$ cat src/rtl/hadd_mask_pkg.sv
// Shared constants and the single-step PRNG function for the half-adder
// masking front end.
package hadd_mask_pkg;

  localparam int unsigned LFSR_W = 16;
  localparam logic [LFSR_W-1:0] SEED_DEFAULT = 16'hACE1;

  // Feedback taps for x^16 + x^14 + x^13 + x^11 + 1 (bit indices of the state)
  localparam int unsigned TAP_0 = 15;
  localparam int unsigned TAP_1 = 13;
  localparam int unsigned TAP_2 = 12;
  localparam int unsigned TAP_3 = 10;

  // The PRNG advances this many steps per accepted transaction. Three state bits are
  // consumed each time, so every mask bit comes from fresh state.
  localparam int unsigned STEPS_PER_TXN = 3;

  // One Fibonacci step: shift left, feedback into bit 0
  function automatic logic [LFSR_W-1:0] lfsr_step(input logic [LFSR_W-1:0] s);
    logic fb;
    fb = s[TAP_0] ^ s[TAP_1] ^ s[TAP_2] ^ s[TAP_3];
    return {s[LFSR_W-2:0], fb};
  endfunction

endpackage

$ cat src/rtl/hadd_lfsr3.sv
// PRNG for the masking stage: holds the LFSR state and advances three steps
// per transaction. A reseed has priority over the advance. A zero seed is
// replaced by SEED, so the all-zero lock-up state is never entered.
module hadd_lfsr3
  import hadd_mask_pkg::*;
#(
  parameter int unsigned      LFSR_W = hadd_mask_pkg::LFSR_W,
  parameter logic [15:0]      SEED   = SEED_DEFAULT
) (
  input  logic              clk,
  input  logic              rst,
  input  logic              i_advance,
  input  logic              i_seed_load,
  input  logic [LFSR_W-1:0] i_seed_in,
  output logic [2:0]        o_mask
);

  logic [LFSR_W-1:0] r_state;
  logic [LFSR_W-1:0] w_state_next;
  logic [LFSR_W-1:0] w_chain [0:STEPS_PER_TXN];

  // Unrolled chain of single steps; w_chain[STEPS_PER_TXN] is the post-transaction state
  assign w_chain[0] = r_state;
  genvar gi;
  generate
    for (gi = 0; gi < STEPS_PER_TXN; gi++) begin : g_step
      assign w_chain[gi+1] = lfsr_step(w_chain[gi]);
    end
  endgenerate

  // Next state: reseed wins over the advance and discards it. Otherwise hold.
  always_comb begin
    w_state_next = r_state;
    if (i_seed_load) begin
      w_state_next = (i_seed_in == '0) ? SEED : i_seed_in;
    end else if (i_advance) begin
      w_state_next = w_chain[STEPS_PER_TXN];
    end
  end

  // State register, restored to SEED on reset
  always_ff @(posedge clk or posedge rst) begin
    if (rst) begin
      r_state <= SEED;
    end else begin
      r_state <= w_state_next;
    end
  end

  // Masks come from the current state, before any advance
  assign o_mask = r_state[2:0];

endmodule

$ cat src/rtl/half_adder_share_gen.sv
// Input masking stage for half_adder_masked. Splits the A and B bits into
// Boolean shares using PRNG mask bits, and supplies one fresh r0 per
// transaction. It is a single registered stage with a valid/ready handshake.
// A and B are only ever registered XORed with a mask bit.
module half_adder_share_gen
  import hadd_mask_pkg::*;
#(
  parameter int unsigned LFSR_W = hadd_mask_pkg::LFSR_W,
  parameter logic [15:0] SEED   = SEED_DEFAULT
) (
  input  logic              clk,
  input  logic              rst,
  input  logic              in_valid,
  output logic              in_ready,
  input  logic              A,
  input  logic              B,
  input  logic              seed_load,
  input  logic [LFSR_W-1:0] seed_in,
  output logic              out_valid,
  input  logic              out_ready,
  output logic              A0,
  output logic              A1,
  output logic              B0,
  output logic              B1,
  output logic              r0
);

  logic       w_accept;
  logic [2:0] w_mask;
  logic       r_out_valid;
  logic       r_a0;
  logic       r_a1;
  logic       r_b0;
  logic       r_b1;
  logic       r_r0;

  // The stage can take new data when it is empty, or when its content leaves this cycle
  assign in_ready = !r_out_valid | out_ready;
  assign w_accept = in_valid & in_ready;

  hadd_lfsr3 #(
    .LFSR_W (LFSR_W),
    .SEED   (SEED)
  ) u_lfsr (
    .clk         (clk),
    .rst         (rst),
    .i_advance   (w_accept),
    .i_seed_load (seed_load),
    .i_seed_in   (seed_in),
    .o_mask      (w_mask)
  );

  // Share registers and the valid flag. The shares keep their values when the stage drains.
  always_ff @(posedge clk or posedge rst) begin
    if (rst) begin
      r_out_valid <= 1'b0;
      r_a0        <= 1'b0;
      r_a1        <= 1'b0;
      r_b0        <= 1'b0;
      r_b1        <= 1'b0;
      r_r0        <= 1'b0;
    end else if (w_accept) begin
      r_out_valid <= 1'b1;
      r_a0        <= w_mask[0];
      r_a1        <= A ^ w_mask[0];
      r_b0        <= w_mask[1];
      r_b1        <= B ^ w_mask[1];
      r_r0        <= w_mask[2];
    end else if (out_ready) begin
      r_out_valid <= 1'b0;
    end
  end

  assign out_valid = r_out_valid;
  assign A0        = r_a0;
  assign A1        = r_a1;
  assign B0        = r_b0;
  assign B1        = r_b1;
  assign r0        = r_r0;

endmodule

$ cat config.mk
export PLATFORM = sky130hd
export DESIGN_NAME = half_adder_share_gen
export DESIGN_NICKNAME = d
export VERILOG_FILES = /design/src/rtl/hadd_mask_pkg.sv /design/src/rtl/hadd_lfsr3.sv /design/src/rtl/half_adder_share_gen.sv
export SDC_FILE = /design/constraint.sdc
export NUM_CORES = 1
export LEC_CHECK = 0
export CORE_MARGIN = 2
export CORE_UTILIZATION = 47
export DETAILED_ROUTE_END_ITERATION = 16
export PLACE_DENSITY = 0.78
export SLEW_MARGIN = 15
export SYNTH_ARGS = -nofsm -noshare
export SYNTH_HDL_FRONTEND = slang
export SYNTH_SLANG_ARGS = --single-unit
$ cat constraint.sdc
create_clock -name clk -period 1.6 [get_ports clk]
set_input_delay 0.16 -clock clk [delete_from_list [all_inputs] [get_ports clk]]
set_output_delay 0.16 -clock clk [all_outputs]
set_load 0.005 [all_outputs]
## Word level (Yosys, flattened, before mapping)

Index checks and enable logic that the tools add are counted.

- Multiplexer cells: 5
- Bitwise gates (word level): 13
- Reduce and logical (&&, ||, !) cells: 4

Operator list:

| operator | count |
|---|---|
| $mux 16 | 3 |
| $logic_not 16->1 | 1 |
| $xor 1x1->1 | 11 |
| $reduce_bool 2->1 | 2 |
| $mux 1 | 2 |
| $and 1x1->1 | 1 |
| $logic_not 1->1 | 1 |
| $or 1x1->1 | 1 |

- Bits in registers: 22
- Input port bits: 23

## Longest topological paths before layout

- Depth after elaboration: 5
- Mapped depth: 5
- Gate-level depth less buffers: 4

## Cells and area by module

Synthesis repeated with hierarchy kept, for this count alone.

- Cell total of the unflattened synthesis: 98
- Area, all modules: 1172.4 um^2

Modules (own cells, without submodules):

| module | instances | cells each | area an instance (um^2) | seq. area each (um^2) |
|---|---|---|---|---|
| hadd_lfsr3 | 1 | 80 | 889.6 | 410.4 |
| half_adder_share_gen | 1 | 18 | 282.8 | 150.1 |

## Worst setup path before layout

Ideal clock, no wire load.

- Path type: reg2reg
- From: register r_out_valid, in the netlist out_valid
- To: register u_lfsr.r_state[6]
- Setup time: 80 ps
- Arrival time: 1221 ps
- Required time: 1520 ps
- Slack: 300 ps
- Cell stages (with the launch flop): 6
- Buffers on the path: 1
- Period minus slack after synthesis: 1300 ps
- Path through: dfrtp_1 > nand2b_4 > and2_4 > buf_6 > mux2_4 > o22a_1

- Cells in the longest elaborated chain, start to end: 4

Ends and longest elaborated chain:

| item | line | source |
|---|---|---|
| start, declared | half_adder_share_gen.sv:30 | `logic r_out_valid;` |
| start signal, assigned | half_adder_share_gen.sv:56 | `r_out_valid <= 1'b0;` |
| start signal, assigned | half_adder_share_gen.sv:63 | `r_out_valid <= 1'b1;` |
| start signal, assigned | half_adder_share_gen.sv:70 | `r_out_valid <= 1'b0;` |
| $logic_not 1->1 | half_adder_share_gen.sv:38 | `assign in_ready = !r_out_valid \| out_ready;` |
| $or 1x1->1 | half_adder_share_gen.sv:38 |  |
| via in_ready | half_adder_share_gen.sv:14 | `output logic in_ready,` |
| $and 1x1->1 | half_adder_share_gen.sv:39 | `assign w_accept = in_valid & in_ready;` |
| $reduce_bool 2->1 (no line) | - |  |
| end signal, assigned | hadd_lfsr3.sv:46 | `r_state <= w_state_next;` |
| end, declared | hadd_lfsr3.sv:18 | `logic [LFSR_W-1:0] r_state;` |

The timed path passes the listed nets, and every way through them passes these cells.
A chain may end at the register's enable or synchronous reset.

## Worst setup path after layout

- From: register r_out_valid, in the netlist out_valid
- To: output port in_ready

- Cells in the longest elaborated chain, start to end: 2

Ends and longest elaborated chain:

| item | line |
|---|---|
| $logic_not 1->1 | half_adder_share_gen.sv:38 |
| $or 1x1->1 | half_adder_share_gen.sv:38 |
| end, declared | half_adder_share_gen.sv:14 |

Every way passes these cells.

==> results_dict.tcl <==
set metrics [dict create \
    htree_levels 1 \
    clkTransAtPathRegs_ns 0.11 \
    layout_commonest_cell "clkdlybuf4s50_1" \
    core-area_mm2 0.00223 \
    critical_path_buf_inv_count 1 \
    synth_warnings 0 \
    fin_area_mm2 0.00151 \
    gp_congestion 0.797 \
    power.switching_mw 0.364 \
    die_area_mm2 0.00278 \
    relSlewSlack 0.755 \
    worstPathRequired_ns 1.44 \
    path_cells "nand2b_4, clkdlybuf4s50_1" \
    critPathTopFamily "buffers and inverters" \
    syn_nets 124 \
    grt_usage 0.181 \
    dp_cells 162 \
    drtIter0Drc 10 \
    rsz0062_at_grt "false" \
    fmax_mhz 680 \
    grt_pass1_wl_um 3610 \
    p_clk_frac 0.216 \
    final_cell_mix "29 x clkdlybuf4s50_1, 19 x nand2_1, 14 x dfrtp_1, 12 x o21ai_0, 9 x mux2i_1" \
    cp_slowest_cell "clkdlybuf4s50_1" \
    cts_tree "done" \
    row_count 17 \
    skew_ns 0.00337 \
    ff2ff_setup_slack_ns 0.31 \
    critical_path.max_fanout 4 \
    cts_root_buf "clkbuf_4" \
    p_per_area_mw_per_mm2 920 \
    maxSlewViolCount 0 \
    syn-cell-area_mm2 0.00111 \
    wl_per_cell_um 13.3 \
    synthCells 101 \
    portBuffers 29 \
    drc 0 \
    fin_crit_sh 0.919 \
    syn_avg_cell_area_um2 11.0 \
    critical_path_class "reg2out" \
    stdcell_count 166 \
    setup_violations 0 \
    drt_wl_total_um 2210 \
    grt_max_degree 23 \
    pwr-share-seq 0.510 \
    p_int_mw 1.03 \
    yosysSeqAreaShare 0.503 \
    dp_hpwl_um 1780 \
    status "complete, no violations" \
    first_global_vias 833 \
    num-nets-final 162 \
    clk-insertion-delay-late_ns 0.31 \
    synth.distinct_cells 23 \
    switching_share 0.262 \
    critPathCaptureType "primary output" \
    io_pins 30 \
    tightest_slew_ns 0.363 \
    hold_ws_ns 0.172 \
    cts.repair.resized 0 \
    grt_overflow 0 \
    post_route_cells_drive_above_1_share 0.210 \
    fp.dieW_um 52.7 \
    critPathMaxStageDelay_ns 0.50 \
    postCtsHoldBufs 0 \
    start_util 0.499 \
    cts.sinks 22 \
    start_kind "flop" \
    hp-class "in2async" \
    fin_setup_tns_ns 0 \
    cap_violations 0 \
    die_h_um 52.7 \
    ant_nets 0 \
    dr.pass1.iters 4 \
    synth-seq-cells 22 \
    n_antenna_cell 0 \
    p_comb_frac 0.274 \
    viasPerCell 5.28 \
    final_hold_viol_count 0 \
    antenna_found_initial 0 \
    cts_buffer_depth 2 \
    vias 876 \
    arrival_ns 1.31 \
    leakagePower_nw 0.653 \
    post_dp_cell_area_mm2 0.00148 \
    cts_made_buffers 3 \
    min_period_ns 1.47 \
    vdd_ir_drop_max_uv 619 \
    area_delta_synth_final_pct 35.7 \
    cts_setup_buffers 0 \
]
[final timing paths]
path,startpoint,to,cells past startpoint
max,out_valid,in_ready,2
max reg2reg,u_lfsr.r_state[10],u_lfsr.r_state[2],4
min,rst,B1,3
min in group clk,seed_in[5],u_lfsr.r_state[5],2
max in group asynchronous,rst,u_lfsr.r_state[10],3
min reg2reg,A0,A0,2
[final cells by class]
cell class / instances / area (um2)
Clock buffer: 4 / 36.3
Fill cell: 186 / 721
Inverter: 1 / 3.75
Multi-Input combinational cell: 74 / 527
Sequential cell: 22 / 561
Tap cell: 28 / 35.0
Timing Repair Buffer: 37 / 350
[cells in the mapped netlist]
cell	instances	area, um2
a21oi_1	1	5.00
a2bb2oi_1	1	8.76
and2_4	1	8.76
and4_1	1	8.76
buf_2	1	5.00
buf_6	1	11.3
clkbuf_1	2	7.51
dfrtp_1	14	350
dfstp_2	8	210
inv_1	1	3.75
mux2_2	4	45.0
mux2_4	2	30.0
mux2i_1	9	90.1
nand2_1	19	71.3
nand2_2	1	6.26
nand2b_1	1	6.26
nand2b_4	1	13.8
nor4_1	4	25.0
o21ai_0	12	60.1
o22a_1	6	52.6
or2b_1	1	7.51
xnor2_1	8	70.1
xor2_1	2	17.5
[sequential cells by signal, summed over array words and instances (netlist names)]
signal	flops
A1	1
B0	1
r0	1
u_lfsr.r_state	16
A0	1
out_valid	1
B1	1
[metal layers]
| layer | wire length [um] | GRT usage | vias to the layer above |
|---|---|---|---|
| met5 | 0 | 0 | - |
| met4 | 32 | 0.0769 | 0 |
| met3 | 128 | 0.0257 | 3 |
| met2 | 1040 | 0.302 | 30 |
| met1 | 1010 | 0.232 | 416 |
| li1 | - | - | 427 |
[cells by family (layout without fill, tap and decap cells)]
| group | Yosys count | after routing | synth area share |
|---|---|---|---|
| AO/OA/AOI/OAI | 20 | 20 | 0.113 |
| multiplexers | 15 | 15 | 0.148 |
| buffers and inverters | 5 | 42 | 0.0247 |
| flip-flops | 22 | 22 | 0.503 |
| XOR/XNOR | 10 | 10 | 0.0786 |
| AND/OR/NAND/NOR | 29 | 29 | 0.132 |
[power by group through the flow]
stage | registers [mW] | clock network (mW) | logic [mW]
after floorplan | 0.709 | 0 | 0.215
final | 0.709 | 0.301 | 0.381
after detailed placement | 0.720 | 0 | 0.386
after global routing | 0.719 | 0.331 | 0.422
after CTS | 0.710 | 0.310 | 0.387
after global placement | 0.714 | 0 | 0.377
[tightest hold or removal path, stage by stage]
cell and delay [ns]:
clkdlybuf4s50_1 0.40, inv_1 0.05, buf_4 0.27
[stage by stage]
stage / worst slack (ns) / utilization / power (mW)
floorplan: 0.300 / - / 0.923
global placement: -0.0957 / 0.661 / 1.09
detailed placement: -0.109 / 0.661 / 1.11
CTS: 0.111 / 0.677 / 1.41
global route: 0.0754 / 0.677 / 1.47
finish: 0.129 / 0.677 / 1.39
(Power assumes the default switching activity.)
